--- src/rtl/ram_port_arbiter_pkg.sv ---
// Shared sizing, FSM encoding and port indices for the two-port RAM arbiter.
package ram_port_arbiter_pkg;

    localparam int ADDR_W_DEF = 15;
    localparam int DATA_W_DEF = 8;

    localparam logic [1:0] ST_IDLE   = 2'd0;
    localparam logic [1:0] ST_ACCESS = 2'd1;
    localparam logic [1:0] ST_DONE   = 2'd2;

    localparam logic PORT0 = 1'b0;
    localparam logic PORT1 = 1'b1;

endpackage

--- src/rtl/rr_pick2.sv ---
// Two-way round-robin picker, purely combinational.
// On a tie the port that was not served last wins.
module rr_pick2
    import ram_port_arbiter_pkg::*;
(
    input  logic [1:0] req_i,
    input  logic       last_i,
    output logic       grant_o,
    output logic       valid_o
);

    always_comb begin
        valid_o = |req_i;
        if (req_i == 2'b11) begin
            grant_o = ~last_i;
        end else if (req_i[1]) begin
            grant_o = PORT1;
        end else begin
            grant_o = PORT0;
        end
    end

endmodule

--- src/rtl/ram_port_arbiter.sv ---
// Shares one single-port RAM between two req/ack masters: IDLE -> ACCESS -> DONE,
// three cycles per access, registered one-cycle ack with the read data.
module ram_port_arbiter
    import ram_port_arbiter_pkg::*;
#(
    parameter int ADDR_W = ADDR_W_DEF,
    parameter int DATA_W = DATA_W_DEF
) (
    input  logic              clk,
    input  logic              rst,
    input  logic              m0_req,
    input  logic              m0_we,
    input  logic [ADDR_W-1:0] m0_addr,
    input  logic [DATA_W-1:0] m0_wdata,
    output logic              m0_ack,
    output logic [DATA_W-1:0] m0_rdata,
    input  logic              m1_req,
    input  logic              m1_we,
    input  logic [ADDR_W-1:0] m1_addr,
    input  logic [DATA_W-1:0] m1_wdata,
    output logic              m1_ack,
    output logic [DATA_W-1:0] m1_rdata,
    output logic [ADDR_W-1:0] ram_address,
    output logic [DATA_W-1:0] ram_datain,
    output logic              ram_we,
    input  logic [DATA_W-1:0] ram_dataout
);

    logic [1:0]        state_q, state_d;
    logic              last_q, last_d;
    logic              win_q, win_d;
    logic              we_q, we_d;
    logic [ADDR_W-1:0] addr_q, addr_d;
    logic [DATA_W-1:0] wdata_q, wdata_d;
    logic              ack0_q, ack0_d, ack1_q, ack1_d;
    logic [DATA_W-1:0] rdata0_q, rdata0_d, rdata1_q, rdata1_d;
    logic              pick;
    logic              pick_vld;

    rr_pick2 u_pick (
        .req_i   ({m1_req, m0_req}),
        .last_i  (last_q),
        .grant_o (pick),
        .valid_o (pick_vld)
    );

    always_comb begin
        state_d  = state_q;
        last_d   = last_q;
        win_d    = win_q;
        we_d     = we_q;
        addr_d   = addr_q;
        wdata_d  = wdata_q;
        ack0_d   = 1'b0;
        ack1_d   = 1'b0;
        rdata0_d = rdata0_q;
        rdata1_d = rdata1_q;
        case (state_q)
            ST_IDLE: begin
                if (pick_vld) begin
                    win_d   = pick;
                    last_d  = pick;
                    addr_d  = (pick == PORT1) ? m1_addr  : m0_addr;
                    we_d    = (pick == PORT1) ? m1_we    : m0_we;
                    wdata_d = (pick == PORT1) ? m1_wdata : m0_wdata;
                    state_d = ST_ACCESS;
                end
            end
            ST_ACCESS: begin
                // Read is combinational, so on a write this captures the pre-write byte.
                if (win_q == PORT1) begin
                    rdata1_d = ram_dataout;
                    ack1_d   = 1'b1;
                end else begin
                    rdata0_d = ram_dataout;
                    ack0_d   = 1'b1;
                end
                state_d = ST_DONE;
            end
            ST_DONE: state_d = ST_IDLE;
            default: state_d = ST_IDLE;
        endcase
    end

    always_ff @(posedge clk or posedge rst) begin
        if (rst) begin
            state_q  <= ST_IDLE;
            last_q   <= PORT1;
            win_q    <= PORT0;
            we_q     <= 1'b0;
            addr_q   <= '0;
            wdata_q  <= '0;
            ack0_q   <= 1'b0;
            ack1_q   <= 1'b0;
            rdata0_q <= '0;
            rdata1_q <= '0;
        end else begin
            state_q  <= state_d;
            last_q   <= last_d;
            win_q    <= win_d;
            we_q     <= we_d;
            addr_q   <= addr_d;
            wdata_q  <= wdata_d;
            ack0_q   <= ack0_d;
            ack1_q   <= ack1_d;
            rdata0_q <= rdata0_d;
            rdata1_q <= rdata1_d;
        end
    end

    // Gating on state means an async reset mid-ACCESS drops the strobe before the edge.
    assign ram_we      = we_q && (state_q == ST_ACCESS);
    assign ram_address = addr_q;
    assign ram_datain  = wdata_q;
    assign m0_ack      = ack0_q;
    assign m1_ack      = ack1_q;
    assign m0_rdata    = rdata0_q;
    assign m1_rdata    = rdata1_q;

endmodule

--- config.mk ---
export PLATFORM = sky130hd
export DESIGN_NAME = ram_port_arbiter
export DESIGN_NICKNAME = d
export VERILOG_FILES = /design/src/rtl/ram_port_arbiter_pkg.sv /design/src/rtl/rr_pick2.sv /design/src/rtl/ram_port_arbiter.sv
export SDC_FILE = /design/constraint.sdc
export NUM_CORES = 1
export LEC_CHECK = 0
export CAP_MARGIN = 20
export CORE_AREA = 2 2 89 66
export CTS_CLUSTER_SIZE = 30
export DETAILED_ROUTE_END_ITERATION = 7
export DIE_AREA = 0 0 91 68
export GPL_TIMING_DRIVEN = 0
export PLACE_DENSITY_LB_ADDON = 0.25
export SKIP_LAST_GASP = 1
export SYNTH_ARGS = -nofsm -noshare
export SYNTH_HDL_FRONTEND = slang
export SYNTH_SLANG_ARGS = --single-unit
--- constraint.sdc ---
create_clock -name clk -period 2.2 [get_ports clk]
set_input_delay 0.55 -clock clk [delete_from_list [all_inputs] [get_ports clk]]
set_output_delay 0.55 -clock clk [all_outputs]
set_load 0.005 [all_outputs]
# After elaboration in Yosys (flattened, before gate mapping)
# Cells that the tools add are included.
dict set report word_totals {
  inputBits 60
  register_bits 46
  output_inout_bits 42
  wordCells 32
}
dict set report op_classes {
  reduce_logical 6
  eq_ne 3
  bitwise_logic 2
  mux 11
}
# operator count
set ops {}
lappend ops {{2-to-1 mux 15 bit} 1}
lappend ops {{2-to-1 mux 8 bit} 1}
lappend ops {{2-to-1 mux 1 bit} 7}
lappend ops {{AND reduction 2 bit} 3}
lappend ops {{case mux 2 bit (2 select lines)} 1}
lappend ops {{== test 2 x 1 -> 1 bit (second input constant)} 1}
lappend ops {{== test 2 bit (second input constant)} 1}
lappend ops {{zero test 2 bit} 1}
lappend ops {{2-to-1 mux 2 bit} 1}
lappend ops {{!= test 2 bit (second input constant)} 1}
lappend ops {{inverter 1 bit} 2}
lappend ops {{OR reduction 2 bit} 1}
lappend ops {{logical AND 1 bit} 1}

# Depth between registers and ports, before layout
dict set report logic_depth {
  depth_word 3
  ltp_mapped 5
  ltp_nobuf 3
}

# By module
# Synthesis repeated with hierarchy kept, for this count alone.
dict set report hier_totals {
  hier_cells 128
  hier_area_um2 2184.6
}
# mod area_each_um2 cells_each seq_area_each_um2 instances
set by_module_without_submodules {}
lappend by_module_without_submodules {ram_port_arbiter 2170.8 126 1152.4 1}
lappend by_module_without_submodules {rr_pick2 13.8 2 0.0 1}

# Least setup slack after synthesis
# OpenSTA, ideal clock, no wires.
dict set report synth_path {
  path_kind {input-to-reg}
  start {input m1_req}
  end {register addr_q[0], in the netlist ram_address[0]}
  path_stages 3
  arrival_ns 1.568
  required_ns 2.075
  path_slack_ns 0.507
  setup_time_ns 0.125
  path_buffers 1
  cell_sequence {o21ai_1 -> buf_2 -> mux2_2}
}
dict set report synth_between {
  elab_chain_len 3
  elab_cells_between_ends 6
  classes_between {1 x eq/ne; 3 x mux; 2 x reduce/logical}
}
# element line_no
set synth_rtl {}
lappend synth_rtl {{start, declared} ram_port_arbiter.sv:17} ;# input logic m1_req,
lappend synth_rtl {{== test 2 bit / 2-to-1 mux 1 bit (equally long branches)} {rr_pick2.sv:14, rr_pick2.sv:16}}
lappend synth_rtl {{2-to-1 mux 1 bit} rr_pick2.sv:14} ;# if (req_i == 2'b11) begin
lappend synth_rtl {{2-to-1 mux 15 bit} ram_port_arbiter.sv:63} ;# addr_d = (pick == PORT1) ? m1_addr : m0_addr;
lappend synth_rtl {{end signal, assigned} ram_port_arbiter.sv:102} ;# addr_q <= addr_d;
lappend synth_rtl {{end, declared} ram_port_arbiter.sv:33} ;# logic [ADDR_W-1:0] addr_q, addr_d;
# Several ways; a longest one is shown, not always the timed one.
# A chain may end at the register's enable or synchronous reset.

# Final worst setup path
dict set report layout_path {
  start {register state_q[1]}
  end {output ram_we}
}
dict set report layout_between {
  elab_chain_len 2
}
# element line_no
set layout_rtl {}
lappend layout_rtl {{start, declared} ram_port_arbiter.sv:29} ;# logic [1:0] state_q, state_d;
lappend layout_rtl {{start signal, assigned} ram_port_arbiter.sv:98} ;# state_q <= state_d;
lappend layout_rtl {{== test 2 x 1 -> 1 bit} ram_port_arbiter.sv:112} ;# assign ram_we = we_q && (state_q == ST_ACCESS);
lappend layout_rtl {{logical AND 1 bit} ram_port_arbiter.sv:112}
lappend layout_rtl {{end, declared} ram_port_arbiter.sv:25} ;# output logic ram_we,
# Every way passes these cells.

==> metrics <==
CTS tree done; unrepaired setup endpoints after global routing false; number of hold violations in the final report 0; Cells after Synth 130; Seq/Total Area, Yosys 55.7%; htree depth 2; reg2reg start last_q$_DFFE_PP1P_; Startpoint Class flip-flop; Netlist cell types 17; Total Wirelength 4350 µm; via count 1419; Final Skew 5.58 ps; initial drt markers 18; drt drc 0; Synth Register Bits 46; Mapped Nets 190; power share of the combinational group 49.0%; Final #Nets 299; fin util 60.8%; global-route wire length before repair 6590 µm; die area 6190 µm²; Reg power frac 37.9%; critical path's slowest cell clkdlybuf4s50_1; number of hold buffers added after CTS 0; antenna violations before repair 0; Yosys top cell area share 54.4%; share of post-route cells with drive strength above 1 34.2%; clk root buf clkbuf_8; Num Clock Sinks 46; GRT Total Usage 14.1%; ANT cells 0; postcts setup bufs 0; fin. max-slew vios 0; crit path max fanout 4; core area 5410 µm²; worst vdd ir 0.537 mV; Sw Ratio 27.0%; clock-pin slew of the registers on the worst-case setup and hold paths 80 ps; Die X 91 µm; ranking of synthesized cells by area dfrtp_1, mux2_2, mux2_4, buf_6, dfstp_2; final cell count without fillers 315; CTS Buf Count 5; Clock Latency Late Sink 290 ps; status finished clean; crit path DAT 1500 ps; Max Cap Viol 0; I/O pin cnt 102; vias in the first global route 1363; row count 23; leading area contributor after synthesis dfrtp_1; hold depth 1; synthesized area 2070 µm²; Hold Startpoint state_q[1]$_DFFE_PP0P_; Setup CP Type reg2out; synthesis-to-layout area growth 59.1%; largest net degree at the start of global routing 29; FMAX 0.487 GHz; GP Congestion 0.707; worst path cell trace nor2b_2 -> and2_1 -> clkdlybuf4s50_1; clock power share 13.1%; Worst R2R End ram_address[5]$_DFFE_PP0P_; Slowest Stage Delay on Critical Path 500 ps; FF-to-FF path depth 5; antenna viol nets, final 0; worst slew pin tran 449 ps; Avg Cell Area, Syn 15.9 µm²; gr ovfl total 0; flop2flop setup slack 550 ps; router iterations before antenna repair 4; Vias/cell 4.50; post-place setup slack -249 ps; Crit. End Element output port; initial core utilization 38.3%; Layout fillers 444; Buffers on Ports 101; min Tclk post-route 2050 ps; P_leak 1.42 nW; Worst Setup Slack, final 149 ps; final setup vio count 0; max_slew headroom 70.0%; Routed wire per std cell 13.8 µm; P per Cell Area 1200 nW/µm²; Power, Total 3.94 mW; DIE HEIGHT 68 µm; synth warn 0; fin crit share 93.2%; Placed Area 3190 µm²; post_cts resized 0; Finished Cell Area 3290 µm²; Cell Count Post-Placement 307; Int Pwr 2.88 mW; Longest Clk Path Bufs 2; worst hold path class reg2reg; Hold Path Sink state_q[1]$_DFFE_PP0P_; Switch Pwr 1.06 mW; Req. time, crit path 1650 ps; Post-DP HPWL 3470 µm
## layout make-up
cell class,instances,area (µm²),area share (%)
flip-flops and latches,46,1150,35.0
well taps,75,93.8,2.85
clock inverters,1,5.00,0.152
repair buffers,102,1030,31.3
multi-input cells,75,863,26.2
inverters,3,11.3,0.342
clock buffers,7,86.3,2.62
plain buffers,6,48.8,1.48
## power groups by stage
stage | Combinational (mW) | Clock, mW | Sequential [mW]
after floorplan | 0.859 | 0 | 1.53
after global placement | 1.93 | 0 | 1.49
after detailed placement | 1.96 | 0 | 1.51
after CTS | 1.97 | 0.537 | 1.50
after global routing | 2.08 | 0.570 | 1.55
final | 1.93 | 0.515 | 1.49
## metrics by stage
stage	hold WS (ps)	TNS [ps]
finish	488	0
floorplan	454	0
detailed placement	490	-4410
CTS	502	0
global route	517	0
global placement	478	-20910
## worst max path at each step
stage	start	cells past startpoint	slack [ps]	endpoint
detailed placement	m1_req	4	-250	ram_address[0]$_DFFE_PP0P_
CTS	state_q[1]$_DFFE_PP0P_	3	60	ram_we
finish	state_q[1]$_DFFE_PP0P_	3	150	ram_we
global route	state_q[1]$_DFFE_PP0P_	3	70	ram_we
floorplan	m1_req	3	510	ram_address[0]$_DFFE_PP0P_
global placement	rst	2	-380	m1_rdata[6]$_DFFE_PP0P_
## layer usage
layer	vias up	GRT usage, %	wire [µm]	share of wire [%]
met5	-	0	0	0
met4	0	5.68	54	1.2
met3	5	5.18	346	8.0
met2	57	22.0	1980	46
met1	677	18.0	1970	45
li1	680	-	-	-
## flip-flops by register name (all words and copies together), names as in the netlist
signal	flops
m1_rdata	8
ram_datain	8
m0_ack	1
ram_address	15
we_q	1
m0_rdata	8
win_q	1
m1_ack	1
last_q	1
state_q	2
## Yosys cell counts
cell / count
a21oi_1: 1
nor3_1: 1
buf_6: 3
nor2b_1: 2
a21bo_1: 1
buf_2: 3
and2_1: 1
a31oi_1: 1
nor2_1: 1
mux2_2: 45
a21o_1: 1
nand2_1: 1
mux2_4: 19
inv_1: 3
dfstp_2: 1
dfrtp_1: 45
o21ai_1: 1
## cell families (layout without fill, tap and decap cells)
kind of cell / count (synthesis) / after routing / synth area share (%)
and+or+nand+nor: 6 / 6 / 1.51
DFF: 46 / 46 / 55.7
buffers and inverters: 9 / 119 / 2.90
AOI/OAI and AO/OA: 5 / 5 / 1.63
muxes: 64 / 64 / 38.3
## worst max-delay path, delay by kind of cell, from the launching register on
kind	cells	cell delay (ps)
simple gates	2	300
flops	1	410
buf+inv	1	500
## cells in the final DEF (no fill, tap or decap), types with 2 or more instances in the layout
cell               n
dfrtp_1           45
mux2_2            45
buf_6              3
clkdlybuf4s50_1  101
clkbuf_8           6
buf_2              3
mux2_4            19
inv_1              2
No activity file was read; power rests on OpenSTA's default activity.
